==> src/rtl/dmem_readout.sv <==
// Streams WORD_COUNT words from data memory, starting at BASE_ADDR, over valid/ready with index/last.
// Optional XOR checksum of the streamed words: define DMEM_READOUT_CHECKSUM_EN.
module dmem_readout #(
    parameter int unsigned ADDR_W     = 10,
    parameter int unsigned DATA_W     = 32,
    parameter int unsigned BASE_ADDR  = 0,
    parameter int unsigned WORD_COUNT = 50
) (
    input  logic              clk,
    input  logic              reset,
    input  logic              start,
    output logic              busy,
    output logic              done,
    output logic              mem_rd_en,
    output logic [ADDR_W-1:0] mem_addr,
    input  logic [DATA_W-1:0] mem_rdata,
    output logic              out_valid,
    input  logic              out_ready,
    output logic [DATA_W-1:0] out_data,
    output logic [ADDR_W-1:0] out_index,
    output logic              out_last,
    output logic [DATA_W-1:0] checksum
);
    localparam int unsigned       CNT_W    = ADDR_W + 1;
    localparam logic [CNT_W-1:0]  LAST_CNT = CNT_W'(WORD_COUNT - 1);
    localparam logic [ADDR_W-1:0] LAST_IDX = ADDR_W'(WORD_COUNT - 1);
    localparam logic [ADDR_W-1:0] BASE     = ADDR_W'(BASE_ADDR);

    typedef enum logic [1:0] {IDLE, RUN, FLUSH} state_t;
    state_t state, state_nxt;

    logic [CNT_W-1:0]  issue_cnt;
    logic              inflight;
    logic [ADDR_W-1:0] inflight_idx;
    logic [DATA_W-1:0] fifo_data [2];
    logic [ADDR_W-1:0] fifo_idx [2];
    logic              rd_ptr, wr_ptr;
    logic [1:0]        fifo_count;

    logic              accept, issue, pop, push, fifo_pop, fifo_empty;
    logic [DATA_W-1:0] head_data;
    logic [ADDR_W-1:0] head_idx;

    // An empty FIFO lets the returning read bypass straight to the output,
    // which gives the two-cycle start-to-valid latency and 1 word/cycle.
    always_comb begin
        fifo_empty = (fifo_count == 2'd0);
        accept     = start && (state == IDLE) && !done;
        issue      = (state == RUN) && (({1'b0, fifo_count} + {2'b00, inflight}) < 3'd2);
        head_data  = fifo_empty ? mem_rdata : fifo_data[rd_ptr];
        head_idx   = fifo_empty ? inflight_idx : fifo_idx[rd_ptr];
        out_valid  = !fifo_empty || inflight;
        out_data   = out_valid ? head_data : '0;
        out_index  = out_valid ? head_idx : '0;
        out_last   = out_valid && (head_idx == LAST_IDX);
        pop        = out_valid && out_ready;
        fifo_pop   = pop && !fifo_empty;
        push       = inflight && !(pop && fifo_empty);
        busy       = (state != IDLE);
        mem_rd_en  = issue;
        mem_addr   = BASE + issue_cnt[ADDR_W-1:0];
    end

    always_comb begin
        state_nxt = state;
        case (state)
            IDLE:    if (accept) state_nxt = RUN;
            RUN:     if (issue && issue_cnt == LAST_CNT) state_nxt = FLUSH;
            FLUSH:   if (pop && out_last) state_nxt = IDLE;
            default: state_nxt = IDLE;
        endcase
    end

    always_ff @(posedge clk) begin
        if (reset) begin
            state        <= IDLE;
            done         <= 1'b0;
            issue_cnt    <= '0;
            inflight     <= 1'b0;
            inflight_idx <= '0;
            rd_ptr       <= 1'b0;
            wr_ptr       <= 1'b0;
            fifo_count   <= 2'd0;
        end else begin
            state        <= state_nxt;
            done         <= (state == FLUSH) && pop && out_last;
            inflight     <= issue;
            inflight_idx <= issue_cnt[ADDR_W-1:0];
            if (accept)
                issue_cnt <= '0;
            else if (issue)
                issue_cnt <= issue_cnt + 1'b1;
            if (push)
                wr_ptr <= ~wr_ptr;
            if (fifo_pop)
                rd_ptr <= ~rd_ptr;
            case ({push, fifo_pop})
                2'b10:   fifo_count <= fifo_count + 2'd1;
                2'b01:   fifo_count <= fifo_count - 2'd1;
                default: fifo_count <= fifo_count;
            endcase
        end
    end

    always_ff @(posedge clk) begin
        if (push) begin
            fifo_data[wr_ptr] <= mem_rdata;
            fifo_idx[wr_ptr]  <= inflight_idx;
        end
    end

`ifdef DMEM_READOUT_CHECKSUM_EN
    logic [DATA_W-1:0] csum;

    always_ff @(posedge clk) begin
        if (reset || accept)
            csum <= '0;
        else if (pop)
            csum <= csum ^ out_data;
    end

    assign checksum = csum;
`else
    assign checksum = '0;
`endif

endmodule

==> config.mk <==
export PLATFORM = sky130hd
export DESIGN_NAME = dmem_readout
export DESIGN_NICKNAME = d
export VERILOG_FILES = /design/src/rtl/dmem_readout.sv
export SDC_FILE = /design/constraint.sdc
export NUM_CORES = 1
export LEC_CHECK = 0
export ABC_CLOCK_PERIOD_IN_PS = 8740
export BUFFER_PORTS_ARGS = -buffer_cell sky130_fd_sc_hd__buf_4
export CAP_MARGIN = 40
export CORE_MARGIN = 5
export CORE_UTILIZATION = 57
export DETAILED_ROUTE_END_ITERATION = 8
export PLACE_DENSITY = 0.82
export RECOVER_POWER = 25
export SKIP_CTS_REPAIR_TIMING = 1
export SLEW_MARGIN = 15
export SYNTH_ARGS = -nofsm -noshare
export SYNTH_HDL_FRONTEND = slang
export SYNTH_SLANG_ARGS = --single-unit
==> constraint.sdc <==
create_clock -name clk -period 8.74 [get_ports clk]
set_input_delay 2.622 -clock clk [delete_from_list [all_inputs] [get_ports clk]]
set_output_delay 2.622 -clock clk [all_outputs]
set_load 0.01 [all_outputs]
==> impl_metrics.yaml <==
run_status:
  status: "complete, no violations"
layout:
  area_growth_pct: 21.6
  drive_above_1_share_pct: 23.5
  nets: 529
  finalNonFillerCells: 611
  n_antenna_cell: 0
drt:
  detailedRoute.firstPassIterationCount: 4
  vias: 3243
  wl_per_cell_microns: 16.5
  detail-route-antenna-nets: 0
  post-route-drc-count: 0
  dr.first_iter.drc_count: 151
  wl_mm: 10.1
  via_per_inst: 5.31
floorplan:
  rows: 34
  start_util_pct: 58.3
  dieArea_sq_um: 10900
  fp.dieH_microns: 104
  io-pin-count: 125
  core_area_sq_um: 8680
  die_w_microns: 104
yosys:
  synth_top_family_by_area: "simple AND/OR/NAND/NOR gates"
  synthMuxAreaShare_pct: 9.89
  ys_seq_elements: 114
  syn-cell-area_sq_um: 5060
  yosysTopAreaCellShare_pct: 49.9
  synth_fa_ha_area_share_pct: 0.742
  yosysUniqueCellTypes: 38
  synth-edff-count: 84
  synth_largest_area_cell: "edfxtp_1"
  synth_xor_area_share_pct: 2.42
  synthSimpleGateAreaFrac_pct: 11.2
  seq_area_frac_synth_pct: 61.7
  synth_area_leaders: "edfxtp_1, dfxtp_1, mux2i_1"
  async_flop_share_pct: 0
  ys.flop_type: "edfxtp_1"
  synth_warnings: 0
  synth_cells: 408
  synth_compound_area_share_pct: 4.53
  avgSynthCellArea_sq_um: 12.4
timing:
  setup_viol: 0
  rsz0062_at_grt: "false"
  hold_viol: 0
  fin_setup_tns_ns: 0
  finalCritPeriodShare_pct: 65.9
  clock_skew_ns: 0.00727
  slew_headroom_pct: 51.2
  drv_slew: 0
  period_needed_ns: 5.76
  worst_slew_pin_slew_ns: 0.732
  max_freq_mhz: 174
setup_path:
  crit_chain: "clkbuf_1, nand3_1, o21ai_0, buf_4"
  start_kind: "primary input"
  worst_setup_path_end_kind: "primary output"
  r2r_end: "state[1]"
  max_stage_delay_ns: 0.16
  worst-path-max-fanout: 3
  critPathSlowestCell: "buf_4"
  setup.worst_path.class: "in2out"
  crit_arrival_ns: 3.14
  reg2reg_depth: 6
  critPathCapture: "out_data[14]"
  ff2ff_setup_slack_ns: 6.40
  cp-startpoint: "mem_rdata[14]"
  cp.required_ns: 6.12
worst_hold_path:
  hold_class: "reg2reg"
clock_network:
  cts_made_buffers: 17
  cts_tree: "done"
  cts_root_buf: "clkbuf_8"
  htree_levels: 4
  clkLatencyLatePin_ns: 0.50
  clock_path_buffers: 2
  path_clk_slew_ns: 0.05
  clock-sinks: 114
power_and_ir_drop:
  leakage_nw: 2.22
  p_per_area_nw_per_um2: 263
  ir_drop_uv: 152
placed_design:
  gp_congestion: 0.851
  dpl.cell_count: 579
  place.detailed.hpwl_mm: 6.62
  port_buffers: 92
grt:
  grt_pass1_wl_mm: 16.3
  grt_overflow_total: 0
  first_global_vias: 3291
  antenna_found_initial: 0
  grt_use_total_pct: 18.7
  grt_max_degree: 44
flow_run:
  maxCapViolations: 0
[worst max-delay path, delay by kind of cell]
| kind | cells | cell delay [ns] |
|---|---|---|
| AOI/OAI and AO/OA | 1 | 0.11 |
| and+or+nand+nor | 1 | 0.10 |
| buffers and inverters | 2 | 0.31 |
[cell usage in the layout, fill, tap and decap left out, types with 4 or more instances in the layout]
cell	instances
edfxtp_1	84
buf_4	74
mux2i_1	41
o21ai_0	35
nand3_1	34
conb_1	32
nor2_1	30
dfxtp_1	29
clkbuf_1	23
clkbuf_16	16
inv_1	10
xnor2_1	10
nand2_1	7
nor2b_1	7
mux2_2	6
a21oi_1	6
nor3_1	6
nor4_1	5
clkinvlp_4	5
xor2_1	4
bufinv_16	4
[final cells by class]
type / count / area (sq um)
Sequential cell: 114 / 3120
Clock buffer: 18 / 418
Fill cell: 640 / 2530
Clock inverter: 14 / 188
Multi-Input combinational cell: 250 / 1590
Inverter: 10 / 37.5
Tap cell: 108 / 135
Timing Repair Buffer: 97 / 658
[cells in the mapped netlist (2+ instances only)]
| library cell | n |
|---|---|
| o21ai_0 | 35 |
| buf_1 | 3 |
| clkbuf_1 | 13 |
| and2_1 | 3 |
| mux2_2 | 6 |
| a21oi_1 | 6 |
| inv_1 | 10 |
| ha_1 | 3 |
| and3_1 | 3 |
| nand4_1 | 3 |
| dfxtp_1 | 30 |
| xor2_1 | 4 |
| edfxtp_1 | 84 |
| nor2_1 | 32 |
| buf_4 | 45 |
| nand3_1 | 34 |
| nor3_1 | 6 |
| xnor2_1 | 10 |
| buf_6 | 2 |
| nor2b_1 | 7 |
| nor4_1 | 5 |
| nand2_1 | 7 |
| mux2i_1 | 41 |
| or3_1 | 2 |
[per-layer routing]
layer  GRT usage, %  vias to the layer above  share of wire, %
li1               -                     1553                 -
met1           22.6                     1565                41
met2           30.9                      121                51
met3           6.08                        4               6.8
met4           7.49                        0              0.57
met5              0                        -                 0
[logic make-up after synthesis]
group	after synthesis
xor gates and xnor gates	14
and+or+nand+nor	109
AOI/OAI and AO/OA	44
buffers and inverters	75
other	1
DFF	114
adders and majority gates	3
muxes	48
[metrics by stage]
stage / setup WS [ns] / hold WS (ns) / utilization (%) / total power, W / instance area (sq um)
2_1_floorplan: 3.29 / 0.425 / - / 0.000838 / 5170
3_3_place_gp: 3.03 / 0.432 / 64.6 / 0.000934 / 5610
3_5_place_dp: 3.02 / 0.445 / 64.9 / 0.000941 / 5630
4_1_cts: 3.02 / 0.456 / 71.8 / 0.00164 / 6230
5_1_grt: 2.94 / 0.465 / 70.9 / 0.00168 / 6150
6_report: 2.98 / 0.459 / 70.9 / 0.00162 / 6150
[state kept, by name, summed over array words and instances, names as in the netlist, named ones only]
signal,flops
inflight,1
fifo_count,2
fifo_data,64
rd_ptr,1
fifo_idx,20
inflight_idx,10
issue_cnt,11
state,2
wr_ptr,1
done,1
[power by group]
group          switching (W)  internal (W)  leakage, nW  total, W
sequential         0.0000119      0.000600         1.01  0.000612
combinational       0.000181      0.000130        0.932  0.000312
clock               0.000233      0.000461        0.279  0.000694
[worst min path at each step]
stage          slack [ns]             from        endpoint  cells after the start
4_1_cts              0.46  inflight_idx[2]  fifo_idx[0][2]                      0
2_1_floorplan        0.42  inflight_idx[1]  fifo_idx[0][1]                      0
5_1_grt              0.46  inflight_idx[2]  fifo_idx[1][2]                      0
6_report             0.46  inflight_idx[7]  fifo_idx[0][7]                      0
3_3_place_gp         0.43  inflight_idx[2]  fifo_idx[0][2]                      0
3_5_place_dp         0.44  inflight_idx[0]  fifo_idx[1][0]                      0
Power figures use the tool's default switching activity.
